$ cat config.mk
export PLATFORM = sky130hd
export DESIGN_NAME = multicycle_control
export DESIGN_NICKNAME = d
export VERILOG_FILES = /design/src/rtl/multicycle_control.sv
export SDC_FILE = /design/constraint.sdc
export NUM_CORES = 1
export LEC_CHECK = 0
export ABC_CLOCK_PERIOD_IN_PS = 2800
export CAP_MARGIN = 5
export CORE_MARGIN = 1.5
export CORE_UTILIZATION = 25
export CTS_CLUSTER_DIAMETER = 200
export DETAILED_ROUTE_END_ITERATION = 8
export HOLD_SLACK_MARGIN = 0.08
export PLACE_DENSITY = 0.48
export SLEW_MARGIN = 25
export SYNTH_ARGS = -nofsm -noshare
export SYNTH_HDL_FRONTEND = slang
export SYNTH_SLANG_ARGS = --single-unit
$ cat constraint.sdc
create_clock -name clk -period 2.8 [get_ports clk]
set_clock_uncertainty 0.15 [all_clocks]
set_input_delay 0.28 -clock clk [delete_from_list [all_inputs] [get_ports clk]]
set_output_delay 0.28 -clock clk [all_outputs]
set_load 0.01 [all_outputs]
$ cat src/rtl/multicycle_control.sv
// multicycle_control: main sequencing FSM of the multicycle MIPS core.
// Steps the shared datapath through fetch/decode/execute/memory/writeback,
// decodes opcode/func, and stalls on (or aborts after) the memory handshake.
module multicycle_control #(
    parameter int unsigned MEM_TIMEOUT = 16
) (
    input  logic       clk,
    input  logic       rst,
    input  logic [5:0] opcode,
    input  logic [5:0] func,
    input  logic       zero,
    input  logic       mem_ready,
    output logic       pc_write,
    output logic       pc_write_br,
    output logic [1:0] pc_src,
    output logic       iord,
    output logic       readmem,
    output logic       writemem,
    output logic       ir_write,
    output logic       regdst,
    output logic       memtoreg,
    output logic       regwrite,
    output logic       alusrc_a,
    output logic [1:0] alusrc_b,
    output logic [3:0] aluop,
    output logic [3:0] state,
    output logic       illegal,
    output logic       mem_timeout
);

    typedef enum logic [3:0] {
        S_FETCH  = 4'd0,
        S_DECODE = 4'd1,
        S_MEMADR = 4'd2,
        S_MEMRD  = 4'd3,
        S_MEMWB  = 4'd4,
        S_MEMWR  = 4'd5,
        S_EXEC   = 4'd6,
        S_ALUWB  = 4'd7,
        S_BRANCH = 4'd8,
        S_JUMP   = 4'd9,
        S_IMMEX  = 4'd10,
        S_IMMWB  = 4'd11,
        S_JR     = 4'd12
    } state_e;

    localparam logic [3:0] ALU_SLL = 4'h0;
    localparam logic [3:0] ALU_SRL = 4'h2;
    localparam logic [3:0] ALU_SRA = 4'h3;
    localparam logic [3:0] ALU_SLT = 4'h5;
    localparam logic [3:0] ALU_SUB = 4'hA;
    localparam logic [3:0] ALU_ADD = 4'hB;
    localparam logic [3:0] ALU_AND = 4'hC;
    localparam logic [3:0] ALU_OR  = 4'hD;
    localparam logic [3:0] ALU_NOR = 4'hF;

    localparam logic [7:0] WAIT_LIMIT = 8'(MEM_TIMEOUT - 1);

    state_e     state_q, state_d;
    logic [7:0] wait_q, wait_d;
    logic       illegal_q, illegal_d;
    logic       timeout_q, timeout_d;
    logic       in_wait;
    logic       expire;
    logic       unused_zero;

    // Branch resolution on zero happens in the datapath via pc_write_br.
    assign unused_zero = zero;

    function automatic logic rtype_legal(input logic [5:0] f);
        logic ok;
        case (f)
            6'd0, 6'd2, 6'd3, 6'd32, 6'd33, 6'd34, 6'd35,
            6'd36, 6'd37, 6'd39, 6'd42: ok = 1'b1;
            default:                    ok = 1'b0;
        endcase
        return ok;
    endfunction

    function automatic logic [3:0] rtype_aluop(input logic [5:0] f);
        logic [3:0] op;
        case (f)
            6'd0:         op = ALU_SLL;
            6'd2:         op = ALU_SRL;
            6'd3:         op = ALU_SRA;
            6'd32, 6'd33: op = ALU_ADD;
            6'd34, 6'd35: op = ALU_SUB;
            6'd36:        op = ALU_AND;
            6'd37:        op = ALU_OR;
            6'd39:        op = ALU_NOR;
            6'd42:        op = ALU_SLT;
            default:      op = 4'h0;
        endcase
        return op;
    endfunction

    assign in_wait = (state_q == S_FETCH) || (state_q == S_MEMRD) || (state_q == S_MEMWR);
    assign expire  = in_wait && !mem_ready && (wait_q >= WAIT_LIMIT);

    // Next-state selection, decode faults and memory-wait accounting.
    always_comb begin
        state_d   = state_q;
        illegal_d = 1'b0;
        timeout_d = 1'b0;
        case (state_q)
            S_FETCH: begin
                if (expire) begin
                    timeout_d = 1'b1;
                end else if (mem_ready) begin
                    state_d = S_DECODE;
                end
            end
            S_DECODE: begin
                case (opcode)
                    6'h00: begin
                        if (func == 6'd8) begin
                            state_d = S_JR;
                        end else if (rtype_legal(func)) begin
                            state_d = S_EXEC;
                        end else begin
                            state_d   = S_FETCH;
                            illegal_d = 1'b1;
                        end
                    end
                    6'h23, 6'h2B: state_d = S_MEMADR;
                    6'h04:        state_d = S_BRANCH;
                    6'h02:        state_d = S_JUMP;
                    6'h08, 6'h09: state_d = S_IMMEX;
                    default: begin
                        state_d   = S_FETCH;
                        illegal_d = 1'b1;
                    end
                endcase
            end
            S_MEMADR: state_d = (opcode == 6'h2B) ? S_MEMWR : S_MEMRD;
            S_MEMRD: begin
                if (expire) begin
                    state_d   = S_FETCH;
                    timeout_d = 1'b1;
                end else if (mem_ready) begin
                    state_d = S_MEMWB;
                end
            end
            S_MEMWR: begin
                if (expire) begin
                    state_d   = S_FETCH;
                    timeout_d = 1'b1;
                end else if (mem_ready) begin
                    state_d = S_FETCH;
                end
            end
            S_EXEC:   state_d = S_ALUWB;
            S_IMMEX:  state_d = S_IMMWB;
            default:  state_d = S_FETCH;
        endcase

        // Only wait states can hold, so "same state, no abort" means still waiting;
        // any transition (including the FETCH->FETCH abort) restarts the count.
        if ((state_d == state_q) && !timeout_d) begin
            wait_d = wait_q + 8'd1;
        end else begin
            wait_d = '0;
        end
    end

    // State, wait counter and the registered fault pulses.
    always_ff @(posedge clk) begin
        if (rst) begin
            state_q   <= S_FETCH;
            wait_q    <= '0;
            illegal_q <= 1'b0;
            timeout_q <= 1'b0;
        end else begin
            state_q   <= state_d;
            wait_q    <= wait_d;
            illegal_q <= illegal_d;
            timeout_q <= timeout_d;
        end
    end

    // Datapath controls decoded from the current state; writes are suppressed during reset.
    always_comb begin
        pc_write    = 1'b0;
        pc_write_br = 1'b0;
        pc_src      = 2'd0;
        iord        = 1'b0;
        readmem     = 1'b0;
        writemem    = 1'b0;
        ir_write    = 1'b0;
        regdst      = 1'b0;
        memtoreg    = 1'b0;
        regwrite    = 1'b0;
        alusrc_a    = 1'b0;
        alusrc_b    = 2'd0;
        aluop       = 4'h0;
        case (state_q)
            S_FETCH: begin
                readmem = !expire;
                if (mem_ready) begin
                    ir_write = !rst;
                    pc_write = !rst;
                    alusrc_b = 2'd1;
                    aluop    = ALU_ADD;
                end
            end
            S_DECODE: begin
                alusrc_b = 2'd3;
                aluop    = ALU_ADD;
            end
            S_MEMADR, S_IMMEX: begin
                alusrc_a = 1'b1;
                alusrc_b = 2'd2;
                aluop    = ALU_ADD;
            end
            S_MEMRD: begin
                iord    = 1'b1;
                readmem = !expire;
            end
            S_MEMWB: begin
                regwrite = !rst;
                memtoreg = 1'b1;
            end
            S_MEMWR: begin
                iord     = 1'b1;
                writemem = !expire && !rst;
            end
            S_EXEC: begin
                alusrc_a = 1'b1;
                aluop    = rtype_aluop(func);
            end
            S_ALUWB: begin
                regwrite = !rst;
                regdst   = 1'b1;
            end
            S_BRANCH: begin
                alusrc_a    = 1'b1;
                aluop       = ALU_SUB;
                pc_write_br = !rst;
                pc_src      = 2'd1;
            end
            S_JUMP: begin
                pc_write = !rst;
                pc_src   = 2'd2;
            end
            S_IMMWB: regwrite = !rst;
            S_JR: begin
                pc_write = !rst;
                pc_src   = 2'd3;
            end
            default: ;
        endcase
    end

    assign state       = state_q;
    assign illegal     = illegal_q;
    assign mem_timeout = timeout_q;

endmodule

## Word-level counts from Yosys, hierarchy flattened

Index checks and enable logic that the tools add are counted.

- RAM bits: 0
- Register bits after elaboration: 14
- Bits in latches: 0
- Input bits: 16
- Output and inout port bits: 24
- Memories: 0
- ROM bits: 0
- Word-level logic and storage cells: 104

- Add/subtract/negate cells: 1
- Bitwise operators: 2
- Div/mod/pow operators: 0
- Reductions and logical operators: 29
- $lt $le $gt $ge: 1
- Equal/unequal tests: 30
- $mul: 0
- Shift-type cells: 0
- Mux-type cells: 37

Operators with widths:

| cell | count |
|---|---|
| $eq A6 B6 Y1 const B | 10 |
| $mux W4 | 8 |
| $pmux W4 S8 | 1 |
| $pmux W4 S7 | 1 |
| $eq A4 B4 Y1 const B | 5 |
| $pmux W4 S5 | 1 |
| $reduce_or A2 Y1 | 10 |
| $mux W1 | 19 |
| $eq A6 B2 Y1 const B | 3 |
| $eq A6 B4 Y1 const B | 3 |
| $eq A4 B3 Y1 const B | 4 |
| $pmux W4 S4 | 1 |
| $logic_not A6 Y1 | 2 |
| $pmux W2 S3 | 2 |
| $reduce_or A11 Y1 | 1 |
| $reduce_or A3 Y1 | 3 |
| $add A8 B1 Y8 const B | 1 |
| $eq A4 B2 Y1 const B | 2 |
| $ge A8 B4 Y1 const B | 1 |
| $eq A6 B3 Y1 const B | 1 |
| $mux W3 | 2 |
| $reduce_or A6 Y1 | 1 |
| $eq A4 B1 Y1 const B | 1 |
| $eq A4 B4 Y1 | 1 |
| other kinds (7) | 16 |

## Longest topological paths before layout

Gate-level depths: netlist of run 1.

- Word-level depth: 14
- Depth in mapped cells: 7
- Depth with buffers taken out: 6

## Worst setup path before layout of run 1

OpenSTA, ideal clock, no wires.

- Path kind: register -> register
- Start point: register state_q[1] (netlist: state[1])
- End point: register wait_q[2]
- Data required time: 2,558 ps
- Setup time: 92 ps
- Data arrival time: 2,220 ps
- Cell stages (with the launch flop): 8
- Buffers on the path: 2
- Path slack: 338 ps
- Clock period less this slack: 2,462 ps
- Cell sequence: dfxtp_1 > buf_6 > or4b_1 > clkbuf_2 > or4_4 > a311oi_2 > o2111ai_2 > nor4_1

- Longest elaborated chain between the ends: 11
- Elaborated cells between the ends (all ways): 26
- Classes of those cells: eq/ne: 7; mux: 9; bitwise: 1; reduce/logical: 9

Ends and longest elaborated chain:

| item | line | text |
|---|---|---|
| from (decl) | 59 | `state_e state_q, state_d;` |
| from (signal assigned) | 174 | `state_q <= state_d;` |
| $eq A4 B2 Y1 / $logic_not A4 Y1 (equally long branches) | 97, 105 |  |
| $logic_or A1 B1 Y1 (2 in series) | 97 | `assign in_wait = (state_q == S_FETCH) \|\| (state_q == S_MEMRD) \|\| (state_q == S_MEMWR);` |
| $logic_and A1 B1 Y1 (2 in series) | 98 | `assign expire = in_wait && !mem_ready && (wait_q >= WAIT_LIMIT);` |
| $mux W4, or another cell as far along | 145 | `if (expire) begin` |
| $pmux W4 S7 / $mux W1 (equally long branches) | -- |  |
| $eq A4 B4 Y1 / $logic_not A1 Y1 (equally long branches) | 159 | `if ((state_d == state_q) && !timeout_d) begin` |
| $logic_and A1 B1 Y1 * | 159 |  |
| $not A1 Y1 (no line) * | -- |  |
| $reduce_or A2 Y1 (no line) * | -- |  |
| to (signal assigned) | 175 | `wait_q <= wait_d;` |
| to (decl) | 60 | `logic [7:0] wait_q, wait_d;` |

Every way passes the cells marked *; elsewhere a longest branch is shown, timed or not.
A chain may end at the register's enable or synchronous reset.

## Worst setup path after layout of run 1

- Start point: input func[5]
- End point: output aluop[0]

- Longest elaborated chain between the ends: 4
- Elaborated cells between the ends (all ways): 14
- Classes of those cells: eq/ne: 10; mux: 2; reduce/logical: 2

Ends and longest elaborated chain:

| item | line | text |
|---|---|---|
| from (decl) | 10 | `input logic [5:0] func,` |
| $eq A6 B6 Y1 | 82 | `case (f)` |
| $reduce_or A2 Y1 | 82 |  |
| $pmux W4 S8 * | 82 |  |
| $pmux W4 S4 * | 196 | `case (state_q)` |
| to (decl) | 25 | `output logic [3:0] aluop,` |

Marked as above.

==> run metrics, run 1 <==
power share of the combinational group=0.280; Syn Area/Cell=7.14 µm²; CP Depth=7; Startpoint Class=primary input; Starting Density=0.260; period utilization=0.946; GRT Util Overall=0.149; Final GP Congestion=0.843; Critical Path, Cell by Cell=clkdlybuf4s50_1 > nor2b_1 > nand2b_1 > a21oi_1 > a31oi_1 > o21ai_0 > clkdlybuf4s50_1; Leakage=0.000631 µW; DIE AREA=0.00534 mm²; Synth area leaders=dfxtp_1 23%, nor2_1 5.2%, nand2b_1 5.1%; Synth cell types=49; crit-path max FO=10; worst setup path category=in2out; violation count after the first detailed-routing iteration=113; Clock transition at path regs=60 ps; Final Critical Period=2650 ps; Post-CTS Setup Bufs=0; Pwr Density=287 mW/mm²; Sw Share=0.267; Worst Hold Path Cells=1; top-count cell post-synth=nor2_1; synthesized cell area=0.00123 mm²; CTS sink count=14; DP HPWL=2.90 mm; Die W=73.1 µm; Post-synth EDFFs=0; CTS Hold Buffers Added=0; Seq/Total Area, Yosys=0.228; Fmax=378 MHz; I/O Buffers=38; vias in the first global route=1384; FFs w/ async S/R, synth=0; Synth Instances=172; IO Pins=40; worst-case vdd ir drop=0.170 mV; largest net degree at the start of global routing=15; Worst Path Buf+Inv=2; Fin. Hold Viols=0; worst skew pair latency=240 ps; Layout area overhead=45.5%; DRT Wirelength=3.65 mm; Num CTS Buffers=3; Sw Pwr=137 µW; Detailed Routing Iterations Pass 1=4; vias per inst=5.03; Design Area, Final=0.00179 mm²; CTS tree=yes; Yosys reg bits=14; P_int=376 µW; Synth area leader=dfxtp_1; remaining antenna violation count after routing=0; run status=completed; R2R depth=5; Final setup viols=0; top cell type's share of synthesized area=0.228; Final Max Tran Viols=0; first-pass GRT wire length=6.48 mm; utilization after layout=0.378; antenna violations before repair=0; Sequential Power Share=0.409; Die Ht=73.1 µm; Ys Warns=0; # resized after CTS=0; H-tree Lvls=1; via count=1424; Worst path max stage delay=640 ps; number of max-cap violations=0; DRC errors left=0; prevailing post-synth register cell=dfxtp_1; fin nets=235; Root Driver=clkbuf_8; most used cell, CP=clkdlybuf4s50_1; num rows=25; WP data arrival=2220 ps; Clk network pwr share=0.311; endpoint type of the worst setup path=output port; Critical Path RT=2370 ps; Hold WC Path Type=reg2reg; n_diodes=0; Longest Clk Path Bufs=2; synth cell count leaders=17 x nor2_1, 14 x dfxtp_1, 11 x a21oi_1, 11 x nand2_1; core footprint=0.00472 mm²; Slowest-stage cell, CP=clkdlybuf4s50_1; RSZ-0062 raised after global routing=no; share of cells above drive strength 1=0.130; Final Hold Slack=341 ps; CP delay by family, top=buffers and inverters; grt total ovfl=0; dpl cell area=0.00174 mm²; wire per inst=12.9 µm
-- routing by layer --
layer,global-route usage,wire [µm],vias up
li1,-,-,720
met1,0.204,1770,672
met2,0.245,1700,28
met3,0.0207,132,4
met4,0.0335,48,0
met5,0,0,-
-- flip-flops by register name, summed over array words and instances (netlist names) --
signal / count
wait_q: 8
state: 4
illegal: 1
mem_timeout: 1
-- power groups by stage --
stage          Clock, µW  Combinational [µW]  Sequential [µW]
3_3_place_gp           0                 141              214
5_1_grt              175                 158              211
4_1_cts              164                 143              210
2_1_floorplan          0                70.3              214
3_5_place_dp           0                 142              214
6_report             160                 144              210
-- worst paths after layout --
path	startpoint	to	slack, ps
hold reg to reg	wait_q[0]	wait_q[0]	340
setup reg to reg	state[3]	wait_q[0]	370
hold / removal	wait_q[0]	wait_q[0]	340
setup / recovery	func[5]	aluop[0]	150
-- worst register-to-register path, cell delays in order (launching register included) --
cell and delay [ps]:
dfxtp_1 390, or4b_1 550, or4_4 510, a311oi_2 240, o2111ai_2 230, nor4_1 250
-- area by class of cell --
type / count / area (µm²)
flip-flops and latches: 14 / 280
inverters: 3 / 11.3
multi-input cells: 144 / 883
fillers: 495 / 2940
well taps: 67 / 83.8
clock buffers: 3 / 41.3
repair buffers: 52 / 485
-- layout by cell type (no fill, tap or decap), types with 2 or more instances in the layout --
master / Yosys / layout
nor3b_1: 3 / 3
buf_4: 0 / 14
or4_1: 2 / 2
or4b_2: 3 / 3
xor2_1: 3 / 3
and2_1: 2 / 2
conb_1: 1 / 4
or2_2: 3 / 3
a22oi_1: 2 / 2
nor2b_1: 6 / 6
dfxtp_1: 14 / 14
clkdlybuf4s50_1: 0 / 38
o31ai_1: 2 / 2
nand2b_1: 10 / 10
xnor2_1: 2 / 2
a31oi_1: 5 / 5
nand2_1: 11 / 11
nor2_1: 17 / 17
a21oi_1: 11 / 11
nor4_1: 9 / 9
o21ai_0: 10 / 10
or3_1: 2 / 2
inv_1: 3 / 3
clkbuf_8: 0 / 3
nand3_1: 5 / 5
nor3_1: 10 / 10
-- stage by stage --
step	instances	setup slack, ps	setup TNS (ps)	power [µW]
2_1_floorplan	175	338	0	285
3_3_place_gp	280	35.2	0	355
3_5_place_dp	280	-27.2	-40.8	357
4_1_cts	283	146	0	518
5_1_grt	283	24.7	0	544
6_report	283	152	0	513
-- cells by family (layout without fill, tap and decap cells) --
| family | Yosys count | count (layout) | synth area share |
|---|---|---|---|
| buffers and inverters | 17 | 58 | 0.0612 |
| flip-flops | 14 | 14 | 0.228 |
| AO/OA/AOI/OAI | 44 | 44 | 0.245 |
| AND/OR/NAND/NOR | 90 | 90 | 0.417 |
| other | 1 | 4 | 0.00306 |
| adder cells (fa/ha/maj) | 1 | 1 | 0.0102 |
| XOR/XNOR | 5 | 5 | 0.0357 |
Note: power is estimated with default switching activity, not from simulation.
==> run 2, diff against run 1 <==
--- a/config.mk
+++ b/config.mk
@@ -10,9 +10,12 @@
 export CORE_MARGIN = 1.5
 export CORE_UTILIZATION = 25
 export CTS_CLUSTER_DIAMETER = 200
+export CTS_CLUSTER_SIZE = 20
 export DETAILED_ROUTE_END_ITERATION = 8
 export HOLD_SLACK_MARGIN = 0.08
 export PLACE_DENSITY = 0.48
+export SETUP_SLACK_MARGIN = 0.02
+export SKIP_CTS_REPAIR_TIMING = 1
 export SLEW_MARGIN = 25
 export SYNTH_ARGS = -nofsm -noshare
 export SYNTH_HDL_FRONTEND = slang
==> results of run 2 <==
Same layout as run 1: the final DEF is identical, and so are final timing and power.
